## config.mk

```make
export PLATFORM = sky130hd
export DESIGN_NAME = piso_bit_serializer
export DESIGN_NICKNAME = d
export VERILOG_FILES = /design/src/rtl/piso_bit_serializer.sv
export SDC_FILE = /design/constraint.sdc
export NUM_CORES = 1
export LEC_CHECK = 0
export CAP_MARGIN = 10
export CORE_MARGIN = 4
export CORE_UTILIZATION = 51
export DETAILED_ROUTE_END_ITERATION = 6
export HOLD_SLACK_MARGIN = 0.06
export PLACE_DENSITY = 0.77
export REMOVE_ABC_BUFFERS = 1
export SYNTH_ARGS = -nofsm -noshare
export SYNTH_HDL_FRONTEND = slang
export SYNTH_SLANG_ARGS = --single-unit
```

## constraint.sdc

```tcl
create_clock -name clk -period 1.7 [get_ports clk]
set_input_delay 0.17 -clock clk [delete_from_list [all_inputs] [get_ports clk]]
set_output_delay 0.17 -clock clk [all_outputs]
set_load 0.05 [all_outputs]
```

## src/rtl/piso_bit_serializer.sv

```systemverilog
`default_nettype none
// ============================================================================
// Module   : piso_bit_serializer
// Brief    : Parallel-in serial-out shifter with a one-word holding register,
//            bit-rate strobe and gapless back-to-back word streaming.
// Revision : 1.0
// ============================================================================
module piso_bit_serializer #(
    parameter int DATA_W    = 8,
    parameter bit MSB_FIRST = 1'b1
) (
    input  logic              clk,
    input  logic              reset,
    input  logic [DATA_W-1:0] in_data,
    input  logic              in_valid,
    output logic              in_ready,
    input  logic              bit_en,
    output logic              ser_out,
    output logic              ser_valid,
    output logic              byte_done,
    output logic              busy
);

    localparam int                c_CNT_W = $clog2(DATA_W);
    localparam logic [c_CNT_W-1:0] c_LAST = c_CNT_W'(DATA_W - 1);

    typedef enum logic [1:0] {
        ST_IDLE  = 2'b00,
        ST_SHIFT = 2'b01
    } state_t;

    state_t              r_state;
    logic [DATA_W-1:0]   r_sh;
    logic [c_CNT_W-1:0]  r_cnt;
    logic [DATA_W-1:0]   r_hold;
    logic                r_hold_full;
    logic                r_ser_out;
    logic                r_ser_valid;
    logic                r_byte_done;

    logic                w_accept;
    logic                w_first_bit;
    logic [DATA_W-1:0]   w_sh_next;

    // The first-bit end of the shifter depends on the bit order
    generate
        if (MSB_FIRST) begin : g_msb_first
            assign w_first_bit = r_sh[DATA_W-1];
            assign w_sh_next   = {r_sh[DATA_W-2:0], 1'b0};
        end else begin : g_lsb_first
            assign w_first_bit = r_sh[0];
            assign w_sh_next   = {1'b0, r_sh[DATA_W-1:1]};
        end
    endgenerate

    assign w_accept  = in_valid && !r_hold_full;
    assign in_ready  = !r_hold_full;
    assign busy      = (r_state == ST_SHIFT) || r_hold_full;
    assign ser_out   = r_ser_out;
    assign ser_valid = r_ser_valid;
    assign byte_done = r_byte_done;

    // Accepts only happen with the holding register empty and loads only
    // with it full, so the two never contend for r_hold_full.
    always_ff @(posedge clk or posedge reset) begin
        if (reset) begin
            r_state     <= ST_IDLE;
            r_sh        <= '0;
            r_cnt       <= '0;
            r_hold      <= '0;
            r_hold_full <= 1'b0;
            r_ser_out   <= 1'b0;
            r_ser_valid <= 1'b0;
            r_byte_done <= 1'b0;
        end else begin
            r_ser_out   <= 1'b0;
            r_ser_valid <= 1'b0;
            r_byte_done <= 1'b0;

            if (w_accept) begin
                r_hold      <= in_data;
                r_hold_full <= 1'b1;
            end

            case (r_state)
                ST_IDLE: begin
                    if (r_hold_full) begin
                        r_sh        <= r_hold;
                        r_hold_full <= 1'b0;
                        r_cnt       <= '0;
                        r_state     <= ST_SHIFT;
                    end
                end
                ST_SHIFT: begin
                    if (bit_en) begin
                        r_ser_out   <= w_first_bit;
                        r_ser_valid <= 1'b1;
                        if (r_cnt == c_LAST) begin
                            r_byte_done <= 1'b1;
                            r_cnt       <= '0;
                            if (r_hold_full) begin
                                r_sh        <= r_hold;
                                r_hold_full <= 1'b0;
                            end else begin
                                r_sh    <= w_sh_next;
                                r_state <= ST_IDLE;
                            end
                        end else begin
                            r_sh  <= w_sh_next;
                            r_cnt <= r_cnt + c_CNT_W'(1);
                        end
                    end
                end
                default: begin
                    r_state <= ST_IDLE;
                end
            endcase
        end
    end

endmodule
`default_nettype wire

```

==> report_table.html <==
<table>
<tr><th>Metric</th><th>Value</th></tr>
<tr><th colspan="2">STA</th></tr>
<tr><td>Slew at the pin closest to its max-slew limit</td><td>0.499 ns</td></tr>
<tr><td>RSZ-0062 raised after global routing</td><td>no</td></tr>
<tr><td>Achievable clock frequency</td><td>around 620 MHz</td></tr>
<tr><td>Endpoints failing setup</td><td>0</td></tr>
<tr><td>Final hold violations</td><td>0</td></tr>
<tr><td>Total Neg Setup Slack</td><td>0 ns</td></tr>
<tr><td>Worst slew margin</td><td>roughly two thirds</td></tr>
<tr><td>Count of final max-slew check failures</td><td>0</td></tr>
<tr><td>Tcrit/Tclk final</td><td>between 90% and 100%</td></tr>
<tr><td>Min Tclk post-route</td><td>~1.6 ns</td></tr>
<tr><td>Layout Skew</td><td>between 0.01 and 0.015 ns</td></tr>
<tr><td>Worst-case setup margin in the final layout</td><td>0.0881 ns</td></tr>
<tr><th colspan="2">Drt</th></tr>
<tr><td>Wire length reported by the detailed router</td><td>1.77 mm</td></tr>
<tr><td>Number of routed nets with antenna violations</td><td>0</td></tr>
<tr><td>First-pass DRT Iterations</td><td>4</td></tr>
<tr><td>Total number of vias</td><td>about 650</td></tr>
<tr><td>Count of routing violations after the opening detailed-route iteration</td><td>7</td></tr>
<tr><td>Post-DR vias/cell</td><td>approximately 5.1</td></tr>
<tr><td>Average wire per cell in the routed design</td><td>about 14 um</td></tr>
<tr><td>Remaining DRCs</td><td>0</td></tr>
<tr><th colspan="2">Placed design</th></tr>
<tr><td>Number of port buffers</td><td>16</td></tr>
<tr><td>Area after DPL</td><td>between 1000 and 1500 um^2</td></tr>
<tr><td>HPWL after detailed placement</td><td>approximately 1.3 mm</td></tr>
<tr><td>Worst slack after detailed placement</td><td>~0.15 ns</td></tr>
<tr><td>Routability-driven placement congestion ratio</td><td>0.688</td></tr>
<tr><th colspan="2">Worst setup path</th></tr>
<tr><td>Crit Reg-Reg Endpoint</td><td>r_sh[2]</td></tr>
<tr><td>Reg2reg path depth</td><td>6</td></tr>
<tr><td>Crit. End Element</td><td>output port</td></tr>
<tr><td>Maximum fanout along the worst path</td><td>1</td></tr>
<tr><td>Type of the worst setup path</td><td>reg -&gt; out</td></tr>
<tr><td>Worst EP required</td><td>around 1.5 ns</td></tr>
<tr><td>Worst stage delay on the critical path</td><td>around 0.8 ns</td></tr>
<tr><td>R2R Setup Slk</td><td>0.15 ns</td></tr>
<tr><td>Slowest cell on the critical path</td><td>clkdlybuf4s50_1</td></tr>
<tr><td>Arr. time, crit path</td><td>around 1.4 ns</td></tr>
<tr><td>Number of buffer and inverter stages on the critical path</td><td>1</td></tr>
<tr><td>Cells along the critical path</td><td>clkdlybuf4s50_1</td></tr>
<tr><td>Sort of element at the start of the critical path</td><td>register</td></tr>
<tr><td>Top cell family by delay on the critical path</td><td>buffers and inverters</td></tr>
<tr><td>Beginning of the worst register-to-register path</td><td>r_cnt[0]</td></tr>
<tr><th colspan="2">Power and ir drop</th></tr>
<tr><td>Total power after layout</td><td>1830 uW</td></tr>
<tr><td>Total power density per cell area</td><td>approximately 1400 nW/um^2</td></tr>
<tr><td>Leakage power total</td><td>about 0.00061 uW</td></tr>
<tr><td>Worst voltage drop across the vdd grid</td><td>roughly 0.82 mV</td></tr>
<tr><th colspan="2">Synth</th></tr>
<tr><td>Yosys reg bits</td><td>24</td></tr>
<tr><td>Fraction of post-synthesis cell area in the top cell type by area</td><td>between 50% and 60%</td></tr>
<tr><td>Number of distinct library cell variants in the gate-level netlist after synthesis</td><td>21</td></tr>
<tr><td>Post-synthesis cell area</td><td>between 1000 and 1500 um^2</td></tr>
<tr><td>Cells after Synth</td><td>81</td></tr>
<tr><td>Syn avg cell area</td><td>12.9 um^2</td></tr>
<tr><td>Post-synth EDFFs</td><td>0</td></tr>
<tr><td>Top-count cell post-synth</td><td>dfrtp_1</td></tr>
<tr><td>Cells taking the most area after synthesis</td><td>dfrtp_1, mux2i_1, mux2_2, buf_6, ha_1</td></tr>
<tr><td>Prevailing post-synth register cell</td><td>dfrtp_1</td></tr>
<tr><td>Warning count from the yosys run</td><td>0</td></tr>
<tr><td>List of most frequent post-synthesis cells</td><td>dfrtp_1, mux2i_1, a21oi_1, nor2_1, mux2_2</td></tr>
<tr><td>Sequential element share of the synthesized area</td><td>between 50% and 60%</td></tr>
<tr><td>Post-synth top area cell</td><td>dfrtp_1</td></tr>
<tr><td>Share of synthesized flip-flops with an asynchronous set or reset</td><td>100%</td></tr>
<tr><th colspan="2">Min path</th></tr>
<tr><td>Type of the tightest min-delay check</td><td>in -&gt; async</td></tr>
<tr><th colspan="2">Clock network</th></tr>
<tr><td>Clk_lat worst skew</td><td>0.32 ns</td></tr>
<tr><td>Setup fix buffers added after clock tree synthesis</td><td>0</td></tr>
<tr><td>Clock-pin slew on the worst setup and hold paths</td><td>approximately 0.14 ns</td></tr>
<tr><td>Cells resized by post-CTS repair</td><td>0</td></tr>
<tr><td>Number of H-tree levels</td><td>1</td></tr>
<tr><td>Clock Tree Buf Depth</td><td>2</td></tr>
<tr><td>Hold buffer count at cts</td><td>0</td></tr>
<tr><td>Buffer type at the clock tree root</td><td>clkbuf_4</td></tr>
<tr><td>Clock tree from TritonCTS</td><td>done</td></tr>
<tr><td>Cts bufs inserted</td><td>3</td></tr>
<tr><td>Sink Count</td><td>24</td></tr>
<tr><th colspan="2">GRT</th></tr>
<tr><td>First-pass GRT wire length</td><td>between 2 and 3 mm</td></tr>
<tr><td>Via count of the first global-routing pass</td><td>between 600 and 700</td></tr>
<tr><td>Antenna violations before repair</td><td>0</td></tr>
<tr><td>Sum of overflow across all layers after global routing</td><td>0</td></tr>
<tr><td>Total Routing Usage GR</td><td>14.8%</td></tr>
<tr><td>Largest net degree at the start of global routing</td><td>25</td></tr>
<tr><th colspan="2">Flow run</th></tr>
<tr><td>Count of max-cap constraint violations</td><td>0</td></tr>
<tr><th colspan="2">Layout</th></tr>
<tr><td>Total of fill cells in the finished design</td><td>170</td></tr>
<tr><td>Final-stage net count</td><td>116</td></tr>
<tr><td>Proportion of layout cells with a drive suffix above 1</td><td>roughly a fifth</td></tr>
<tr><td>Antenna cells</td><td>0</td></tr>
<tr><td>Multi-input combinational cell area</td><td>just under 400 um^2</td></tr>
<tr><td>Growth of design area from synthesis to finish</td><td>20.9%</td></tr>
<tr><td>Final design area excluding fillers</td><td>roughly 1300 um^2</td></tr>
<tr><td>Sequential cell area</td><td>about 600 um^2</td></tr>
<tr><th colspan="2">Floorplan</th></tr>
<tr><td>DIE HEIGHT</td><td>~53 um</td></tr>
<tr><td>Die area</td><td>between 2000 and 3000 um^2</td></tr>
<tr><td>Boundary Pins</td><td>17</td></tr>
<tr><td>Starting utilization of the core area</td><td>a little over half</td></tr>
<tr><td>Die X-Extent</td><td>around 53 um</td></tr>
<tr><td>Core box area</td><td>between 1500 and 2000 um^2</td></tr>
<tr><td>Core Rows</td><td>16</td></tr>
<tr><th colspan="2">Outcome</th></tr>
<tr><td>Status</td><td>complete, no violations</td></tr>
</table>
==> state kept, by name, indices dropped and copies added (netlist names) <==
signal	count
r_cnt	3
byte_done	1
ser_out	1
ser_valid	1
r_hold	8
r_hold_full	1
r_sh	8
r_state	1
==> per-stage QoR <==
| stage | util, % | hold WS (ns) | cells |
|---|---|---|---|
| 4_1_cts | 64.5 | 0.185 | 127 |
| 3_3_place_gp | 61.9 | 0.472 | 123 |
| 2_1_floorplan | - | 0.185 | 77 |
| 5_1_grt | 64.5 | 0.220 | 127 |
| 6_report | 64.5 | 0.185 | 127 |
| 3_5_place_dp | 61.9 | 0.487 | 123 |
==> power breakdown <==
part           leakage [uW]  total, uW  internal (uW)  switching [uW]
Sequential         0.000279        913            776             136
Combinational      0.000306        510            272             238
Clock             0.0000279        408            238             170
==> final cells by class <==
| cell class | count | area share, % |
|---|---|---|
| Sequential cell | 24 | 47.4 |
| Timing Repair Buffer | 19 | 14.0 |
| Clock inverter | 1 | 2.37 |
| Multi-Input combinational cell | 51 | 31.1 |
| Clock buffer | 3 | 1.78 |
| Inverter | 2 | 0.593 |
| Tap cell | 27 | 2.67 |
==> routing by layer <==
layer / up-vias / wire length (um) / global-route usage [%]
met5: - / 0 / 0
met4: 0 / 12 / 5.11
met3: 2 / 88 / 5.07
met2: 12 / 877 / 23.3
met1: 311 / 793 / 18.8
li1: 324 / - / -
==> worst min-delay path: cells and delay by family <==
kind     cells  cell delay (ns)
buf+inv      3             0.74
==> logic make-up (layout without fill, tap and decap cells) <==
group / count (synthesis) / after routing / synth area share, %
AO/OA/AOI/OAI: 13 / 13 / 8.36
adder cells (fa/ha/maj): 3 / 3 / 3.58
buffers and inverters: 6 / 25 / 5.02
flip-flops: 24 / 24 / 57.3
multiplexers: 17 / 17 / 17.7
AND/OR/NAND/NOR: 18 / 18 / 8.01
==> cells in the final DEF, fill, tap and decap left out <==
master,instances
a31o_2,1
and3_1,2
clkdlybuf4s50_1,14
bufinv_16,1
nand2_1,5
nor2b_1,1
ha_1,3
buf_4,5
inv_1,2
and2_1,1
mux2_4,1
mux2i_1,8
clkbuf_4,3
mux2_2,6
a21boi_2,1
or2_2,1
a21oi_1,7
o21ai_0,1
a32o_1,1
nand3b_1,1
nor2_1,7
mux2_1,2
a22o_1,2
dfrtp_1,24
==> how the worst max path moves through the flow <==
stage | from | end | slack (ns) | cells past startpoint
3_3_place_gp | r_cnt[0] | r_sh[6] | 0.20 | 6
5_1_grt | ser_valid | ser_valid | 0.02 | 1
4_1_cts | byte_done | byte_done | 0.07 | 1
6_report | ser_valid | ser_valid | 0.09 | 1
2_1_floorplan | r_cnt[0] | r_sh[1] | 0.13 | 5
3_5_place_dp | r_cnt[0] | r_sh[2] | 0.15 | 6
(Power assumes the default switching activity.)
